$ cat src/rtl/mips_timer.sv
// Memory-mapped countdown timer with CTRL/PRESET/COUNT registers and a maskable interrupt.
// Build option: define MIPS_TIMER_IRQ_EN to include the irq flag, the CTRL.IM bit and o_IRQ.
module mips_timer (
    input  logic        i_clk,
    input  logic        i_rst_n,
    input  logic [31:0] i_Addr,
    input  logic        i_WE,
    input  logic [31:0] i_Din,
    output logic [31:0] o_Dout,
    output logic        o_IRQ
);

    typedef enum logic [1:0] {StIdle, StLoad, StCnt, StInt} state_e;

`ifdef MIPS_TIMER_IRQ_EN
    localparam logic [3:0] CtrlMask = 4'hF;
`else
    localparam logic [3:0] CtrlMask = 4'h7;
`endif

    state_e      state_q;
    logic [3:0]  ctrl_q;
    logic [31:0] preset_q;
    logic [31:0] count_q;
    logic        wr_ctrl;
    logic        wr_preset;
    logic        unused_addr;

    assign wr_ctrl     = i_WE && (i_Addr[3:2] == 2'd0);
    assign wr_preset   = i_WE && (i_Addr[3:2] == 2'd1);
    assign unused_addr = ^{i_Addr[31:4], i_Addr[1:0]};

    // The CTRL write sits last so it overrides the FSM's own Enable clear.
    always_ff @(posedge i_clk or negedge i_rst_n) begin
        if (!i_rst_n) begin
            state_q  <= StIdle;
            ctrl_q   <= 4'h0;
            preset_q <= 32'h0;
            count_q  <= 32'h0;
        end else begin
            if (wr_preset) begin
                preset_q <= i_Din;
            end
            unique case (state_q)
                StIdle: begin
                    if (ctrl_q[0]) begin
                        state_q <= StLoad;
                    end
                end
                StLoad: begin
                    count_q <= preset_q;
                    state_q <= StCnt;
                end
                StCnt: begin
                    if (!ctrl_q[0]) begin
                        state_q <= StIdle;
                    end else if (count_q > 32'd1) begin
                        count_q <= count_q - 32'd1;
                    end else begin
                        count_q <= 32'h0;
                        state_q <= StInt;
                    end
                end
                StInt: begin
                    state_q <= StIdle;
                    if (ctrl_q[2:1] != 2'b01) begin
                        ctrl_q[0] <= 1'b0;
                    end
                end
                default: state_q <= StIdle;
            endcase
            if (wr_ctrl) begin
                ctrl_q <= i_Din[3:0] & CtrlMask;
            end
        end
    end

`ifdef MIPS_TIMER_IRQ_EN
    logic irq_q;

    always_ff @(posedge i_clk or negedge i_rst_n) begin
        if (!i_rst_n) begin
            irq_q <= 1'b0;
        end else if (wr_ctrl) begin
            irq_q <= 1'b0;
        end else if (state_q == StCnt && ctrl_q[0] && count_q <= 32'd1) begin
            irq_q <= 1'b1;
        end else if (state_q == StInt && ctrl_q[2:1] == 2'b01) begin
            irq_q <= 1'b0;
        end
    end

    assign o_IRQ = irq_q & ctrl_q[3];
`else
    assign o_IRQ = 1'b0;
`endif

    always_comb begin
        o_Dout = 32'h0;
        unique case (i_Addr[3:2])
            2'd0:    o_Dout = {28'h0, ctrl_q};
            2'd1:    o_Dout = preset_q;
            2'd2:    o_Dout = count_q;
            default: o_Dout = 32'h0;
        endcase
    end

endmodule
$ cat config.mk
export PLATFORM = sky130hd
export DESIGN_NAME = mips_timer
export DESIGN_NICKNAME = d
export VERILOG_FILES = /design/src/rtl/mips_timer.sv
export SDC_FILE = /design/constraint.sdc
export NUM_CORES = 1
export LEC_CHECK = 0
export BUFFER_PORTS_ARGS = -buffer_cell sky130_fd_sc_hd__buf_2
export CORE_AREA = 8 8 103 105
export DETAILED_ROUTE_END_ITERATION = 7
export DIE_AREA = 0 0 111 113
export PLACE_DENSITY = 0.68
export SETUP_SLACK_MARGIN = 0.15
export SKIP_CTS_REPAIR_TIMING = 1
export SYNTH_ARGS = -nofsm -noshare
export SYNTH_HDL_FRONTEND = slang
export SYNTH_SLANG_ARGS = --single-unit
$ cat constraint.sdc
create_clock -name i_clk -period 6.1 [get_ports i_clk]
set_clock_uncertainty 0.2 [all_clocks]
set_input_delay 1.525 -clock i_clk [delete_from_list [all_inputs] [get_ports i_clk]]
set_output_delay 1.525 -clock i_clk [all_outputs]
set_load 0.1 [all_outputs]
==> results of run 1 <==
logic make-up (layout without fill, tap and decap cells):
group | after synthesis | count (layout) | synth area share, %
flops | 69 | 69 | 44.5
buf+inv | 38 | 96 | 4.51
compound gates | 120 | 120 | 23.5
fa+ha+maj | 2 | 2 | 0.645
simple gates | 112 | 112 | 15.6
other cells | 1 | 1 | 0.0967
mux | 39 | 39 | 11.2
metal layers:
| layer | routed length, um | vias to the layer above | track usage, % |
|---|---|---|---|
| li1 | - | 1561 | - |
| met3 | 753 | 16 | 4.66 |
| met5 | 0 | - | 0 |
| met1 | 4510 | 1634 | 21.0 |
| met4 | 142 | 0 | 6.94 |
| met2 | 5040 | 128 | 28.9 |
power by group through the flow:
stage          logic [W]  clock network, W  registers (W)
5_1_grt          0.00111          0.000358       0.000832
6_report         0.00101          0.000328       0.000805
2_1_floorplan   0.000861                 0       0.000744
4_1_cts          0.00101          0.000339       0.000800
3_5_place_dp     0.00101                 0       0.000809
3_3_place_gp    0.000994                 0       0.000799
worst max-delay path by stage:
stage | startpoint | end | slack (ns) | cells after the start
2_1_floorplan | i_Addr[3] | o_Dout[0] | 0.41 | 3
3_3_place_gp | i_Addr[2] | o_Dout[10] | 1.55 | 5
3_5_place_dp | i_Addr[2] | o_Dout[29] | 1.52 | 5
6_report | i_Addr[2] | o_Dout[29] | 1.53 | 5
5_1_grt | i_Addr[2] | o_Dout[29] | 1.46 | 5
4_1_cts | i_Addr[2] | o_Dout[17] | 1.53 | 5
stage by stage:
step | worst slack, ns | utilization [%] | hold WS [ns] | power, W | cell area [sq um]
after global placement | 1.55 | 47.5 | 0.293 | 0.00179 | 4260
after CTS | 1.53 | 49.3 | 0.319 | 0.00215 | 4430
final | 1.53 | 49.3 | 0.322 | 0.00214 | 4430
after floorplan | 0.413 | - | 0.273 | 0.00161 | 3880
after detailed placement | 1.52 | 47.5 | 0.298 | 0.00182 | 4260
after global routing | 1.46 | 49.3 | 0.344 | 0.00230 | 4430
Yosys cell counts (4+ instances only):
master	instances
sky130_fd_sc_hd__a21oi_1	12
sky130_fd_sc_hd__nor3_1	9
sky130_fd_sc_hd__mux2i_1	5
sky130_fd_sc_hd__o21ai_0	19
sky130_fd_sc_hd__buf_1	4
sky130_fd_sc_hd__a32oi_1	4
sky130_fd_sc_hd__nand3_1	9
sky130_fd_sc_hd__o41ai_1	5
sky130_fd_sc_hd__or3_1	7
sky130_fd_sc_hd__inv_1	9
sky130_fd_sc_hd__nor4_1	9
sky130_fd_sc_hd__nor2b_1	6
sky130_fd_sc_hd__a21o_1	5
sky130_fd_sc_hd__o211ai_1	7
sky130_fd_sc_hd__o22ai_1	5
sky130_fd_sc_hd__a22o_1	35
sky130_fd_sc_hd__nor2_1	19
sky130_fd_sc_hd__dfrtp_1	69
sky130_fd_sc_hd__clkbuf_1	19
sky130_fd_sc_hd__and3_1	4
sky130_fd_sc_hd__or2_2	4
sky130_fd_sc_hd__mux2_2	34
sky130_fd_sc_hd__or4_4	4
sky130_fd_sc_hd__nand2_1	27
sky130_fd_sc_hd__nand2b_1	5
sky130_fd_sc_hd__o311ai_0	4
sequential cells by signal, summed over array words and instances (netlist names):
register  cells
ctrl_q        3
preset_q     32
count_q      32
state_q       2
cell type report:
class	count	area [sq um]
fillers	870	4550
multi-input cells	274	1990
flip-flops and latches	69	1730
repair buffers	73	378
clock buffers	12	155
well taps	111	139
inverters	9	33.8
clock inverters	2	10.0
worst max-delay path: cells and delay by family:
kind / cells / cell delay (ns)
buffers and inverters: 3 / 0.91
AND/OR/NAND/NOR: 1 / 0.14
AO/OA/AOI/OAI: 1 / 0.24
==> metrics.txt, run 1 <==
Routability Congestion=about 0.87; DP HPWL=roughly 7100 um; leakage power=1.96 nW; final wirelength=~10000 um; Max clock buf depth=2; summed negative setup slack over all endpoints=0 ns; Crit. End Element=output pin; minimum clock period=about 4.6 ns; library cell appearing most often on the critical path=sky130_fd_sc_hd__buf_2; internal power summed over all cells=0.00109 W; Clock Latency Late Sink=0.35 ns; length of the first detailed-routing pass in iterations=4; Pwr per Cell Area=484 mW/mm^2; Diodes inserted=0; sequential area share after synthesis=44.5%; worst ir drop on vdd=~0.19 mV; ranking of synthesized cells by area=sky130_fd_sc_hd__dfrtp_1, sky130_fd_sc_hd__mux2_2, sky130_fd_sc_hd__a22o_1, sky130_fd_sc_hd__nand2_1, sky130_fd_sc_hd__o21ai_0; origin of the critical flop-to-flop path=state_q[0]$_DFFE_PN0P_; worst slew margin relative to its limit=between 20 and 25%; worst reg2reg path endpoint=count_q[14]$_DFFE_PN0P_; cell count of the worst reg-to-reg path=6; endpoint with the worst hold slack=count_q[17]$_DFFE_PN0P_; effective utilization at floorplan=43.2%; actual slew at the worst max-slew pin=1.20 ns; placeable core region=0.00898 sq mm; Yosys warning total=0; maximum fanout count along the critical path=33; number of remaining DRC errors=0; die footprint=0.0125 sq mm; dominant register cell in the synthesized netlist=sky130_fd_sc_hd__dfrtp_1; Total Routing Usage GR=17.4%; portion of total power attributed to combinational logic=47.1%; number of buffers inserted by port buffering=68; Boundary Pins=100; FFs w/ async S/R, synth=100%; switching component of the power=0.00105 W; Max stage delay on crit path=0.43 ns; clock tree root driver cell=sky130_fd_sc_hd__clkbuf_8; post-route clock period utilization=74.9%; sequential fraction of design power=between 30% and 40%; number of stages on the worst hold path=1; outcome=finished clean; max-slew violation count=0; Max Cap Viol=0; series of cell instances along the critical path=buf_2 -> nor2b_2 -> buf_4 -> a22o_1 -> buf_2; number of instances in the synthesized netlist=381; maximum level of the CTS H-tree=3; relative area change from synthesis to final layout=14.1%; average instance area after synthesis=about 10 sq um; category of the most critical setup path=in2out; highest-count cells in the layout ignoring fill and taps=sky130_fd_sc_hd__dfrtp_1, sky130_fd_sc_hd__buf_2, sky130_fd_sc_hd__a22o_1; die height=113 um; global route overflow=0; count of non-filler cells in the finished layout=550; clock sink count=69; RSZ-0062 raised after global routing=no; DRT iter0 DRCs=215; slowest stage cell on the critical path=sky130_fd_sc_hd__buf_2; clock tree from TritonCTS=built; Critical Path AT=about 2.9 ns; part of the power in the clock network=between 10% and 20%; wire length of the first global-routing pass=18100 um; via count of the first global-routing pass=3567; pin count of the biggest net entering global routing=36; Clock transition at path regs=roughly 0.070 ns; share of Yosys cell area claimed by the top area cell type=roughly 45%; number of antenna violations at the first check in global routing=0; total count of hold-check failures in the final report=0; total setup violations reported at the end of the flow=0; Synthesized Nets=450; most frequent standard cell in the layout excluding fill and tap cells=sky130_fd_sc_hd__dfrtp_1; number of clock buffers inserted by TritonCTS=9; Achievable Freq=0.219 GHz; total number of placement rows=35; library cell with the largest summed area after synthesis=sky130_fd_sc_hd__dfrtp_1; via count normalized by instance count=6.07; Horiz. Die Dim=111 um; average wire per cell in the routed design=19.0 um; number of storage elements in the synthesis netlist=69; hold path startpoint=count_q[17]$_DFFE_PN0P_; r2r setup slk=2.72 ns; number of flops mapped to enable cells by yosys=0; via count=3339; Synth cell types=52; post-synth design cell area=0.00388 sq mm; placed instance count=around 540; Worst Path Required=about 4.4 ns; type of the most critical hold path=reg2reg; fraction of final layout cells sized beyond drive strength 1=between 30% and 40%; number of nets with antenna violations after routing=0; sw frac=48.9%; nature of the critical path startpoint=input pin; Final Net Count=just over 500
Power figures use the tool's default switching activity.
==> inputs of run 2 (changes only) <==
==> constraint.sdc (replaced) <==
create_clock -name i_clk -period 4.8 [get_ports i_clk]
set_clock_uncertainty 0.2 [all_clocks]
set_input_delay 1.2 -clock i_clk [delete_from_list [all_inputs] [get_ports i_clk]]
set_output_delay 1.2 -clock i_clk [all_outputs]
set_load 0.1 [all_outputs]
==> metrics.txt, run 2 (synthesis gave the netlist of run 1 again) <==
length of the first detailed-routing pass in iterations=4 (unchanged); leakage power=1.98 nW (+1.2%); pin count of the biggest net entering global routing=37 (+2.8%); clock tree root driver cell=sky130_fd_sc_hd__clkbuf_8; die footprint=0.0125 sq mm (unchanged); Critical Path AT=2.48 ns (-0.37 ns); number of fillers in the final layout=841 (-3.3%); type of the most critical hold path=reg2reg; Final Net Count=507 (+0.40%); Diodes inserted=0 (unchanged); sequential fraction of design power=36.8% (-0.8 points); placeable core region=0.00898 sq mm (unchanged); number of clock buffers inserted by TritonCTS=9 (unchanged); Max clock buf depth=2 (unchanged); Pwr per Cell Area=623 mW/mm^2 (+29%); Max stage delay on crit path=0.43 ns (about the same); worst slew margin relative to its limit=17.5% (-2.5 points); worst path bufs/invs=3 (unchanged); Boundary Pins=100 (unchanged); top layer used by detailed routing=met4; post-route clock period utilization=80.9%; DP HPWL=7080 um (+0.32%); DR WL met3=712 um (-5.4%); fraction of final layout cells sized beyond drive strength 1=31.4% (+0.63 points); Tot Pwr=0.00278 W (+30%); worst ir drop on vdd=0.282 mV (+47%); Total Routing Usage GR=16.9% (-0.46 points); number of buffers inserted by port buffering=68 (unchanged); Crit. End Element=output pin; final wirelength=10400 um (-0.27%); clock sink count=69 (unchanged); slowest stage cell on the critical path=sky130_fd_sc_hd__buf_2; Horiz. Die Dim=111 um (unchanged); met1 layer wirelength in the final routing=4580 um (+1.5%); outcome=finished clean; via count normalized by instance count=6.00 (-1.2%); Clock transition at path regs=0.08 ns (about the same); library cell appearing most often on the critical path=sky130_fd_sc_hd__buf_2; portion of total power attributed to combinational logic=46.3% (-0.8 points); RSZ-0062 raised after global routing=no; number of remaining DRC errors=0 (unchanged); highest-count cells in the layout ignoring fill and taps=sky130_fd_sc_hd__dfrtp_1, sky130_fd_sc_hd__buf_2, sky130_fd_sc_hd__a22o_1; switching component of the power=0.00136 W (+29%); cell class contributing the biggest share of worst-path delay=buffers and inverters; max-slew violation count=0 (unchanged); internal power summed over all cells=0.00143 W (+31%); number of nets with antenna violations after routing=0 (unchanged); total number of placement rows=35 (unchanged); final core utilization=49.8% (+0.49 points); series of cell instances along the critical path=buf_2 -> nor2b_2 -> buf_4 -> a22o_1 -> buf_2; leading registers by flop count=count_q: 32 flops, preset_q: 32 flops, ctrl_q: 3 flops; Achievable Freq=0.258 GHz; minimum clock period=3.88 ns; Max Cap Viol=0 (unchanged); Worst Path Required=3.40 ns (-0.98 ns); via count=3323 (-0.48%); Clock Latency Late Sink=0.35 ns (about the same); relative area change from synthesis to final layout=15.3%; number of antenna violations at the first check in global routing=0 (unchanged); wire length of the first global-routing pass=17600 um (-2.9%); summed negative setup slack over all endpoints=0 ns (unchanged); Routability Congestion=0.876 (+1.0%); clock tree from TritonCTS=built; sw frac=48.7% (-0.26 points); effective utilization at floorplan=43.2% (unchanged); via count of the first global-routing pass=3437 (-3.6%); category of the most critical setup path=in2out; maximum level of the CTS H-tree=3 (unchanged); part of the power in the clock network=16.9% (+1.6 points); most frequent standard cell in the layout excluding fill and tap cells=sky130_fd_sc_hd__dfrtp_1; global route overflow=0 (unchanged); total count of hold-check failures in the final report=0 (unchanged); nature of the critical path startpoint=input pin; DRT iter0 DRCs=200 (-7.0%); maximum fanout count along the critical path=33 (unchanged); Detail Route met2 WL=5020 um (-0.36%); total setup violations reported at the end of the flow=0 (unchanged); average wire per cell in the routed design=18.8 um (-0.99%); actual slew at the worst max-slew pin=1.23 ns (+0.0379 ns); die height=113 um (unchanged)
==> run 2: power by group through the flow <==
stage / clock, W / sequential [W] / combinational, W
2_1_floorplan: 0 / 0.000946 / 0.00110
3_3_place_gp: 0 / 0.00102 / 0.00127
3_5_place_dp: 0 / 0.00103 / 0.00129
4_1_cts: 0.000477 / 0.00102 / 0.00129
5_1_grt: 0.000501 / 0.00106 / 0.00140
6_report: 0.000471 / 0.00102 / 0.00129
==> run 2: path summary, 6_finish.rpt <==
check | depth (start not counted) | to | slack [ns] | from
hold reg to reg | 1 | ctrl_q[1]$_DFFE_PN0P_ | 0.33 | ctrl_q[1]$_DFFE_PN0P_
setup reg to reg | 6 | count_q[3]$_DFFE_PN0P_ | 1.52 | count_q[25]$_DFFE_PN0P_
min in group asynchronous | 2 | preset_q[0]$_DFFE_PN0P_ | 0.69 | i_rst_n
setup / recovery | 5 | o_Dout[9] | 0.92 | i_Addr[2]
hold / removal | 1 | ctrl_q[1]$_DFFE_PN0P_ | 0.33 | ctrl_q[1]$_DFFE_PN0P_
max in group asynchronous | 2 | preset_q[14]$_DFFE_PN0P_ | 3.35 | i_rst_n
==> run 2: metrics by stage <==
step | setup slack, ns | cells | area, sq um | hold slack (ns)
2_1_floorplan | 0.410 | 381 | 3880 | 0.273
3_3_place_gp | 0.924 | 538 | 4280 | 0.293
3_5_place_dp | 0.908 | 538 | 4280 | 0.315
4_1_cts | 0.914 | 554 | 4470 | 0.331
5_1_grt | 0.843 | 554 | 4470 | 0.351
6_report | 0.918 | 554 | 4470 | 0.331
==> run 2: cell type report <==
| class | instances | area [sq um] | share of cell area (%) |
|---|---|---|---|
| clock buffers | 13 | 179 | 4.00 |
| clock inverters | 3 | 17.5 | 0.392 |
| inverters | 9 | 33.8 | 0.755 |
| multi-input cells | 274 | 1980 | 44.3 |
| flip-flops and latches | 69 | 1730 | 38.6 |
| well taps | 111 | 139 | 3.11 |
| repair buffers | 75 | 393 | 8.79 |
==> run 2: routing by layer <==
metal,vias to the layer above,track usage [%]
met5,-,0
met4,0,6.58
li1,1567,-
met3,10,3.70
met2,113,28.0
met1,1633,21.1
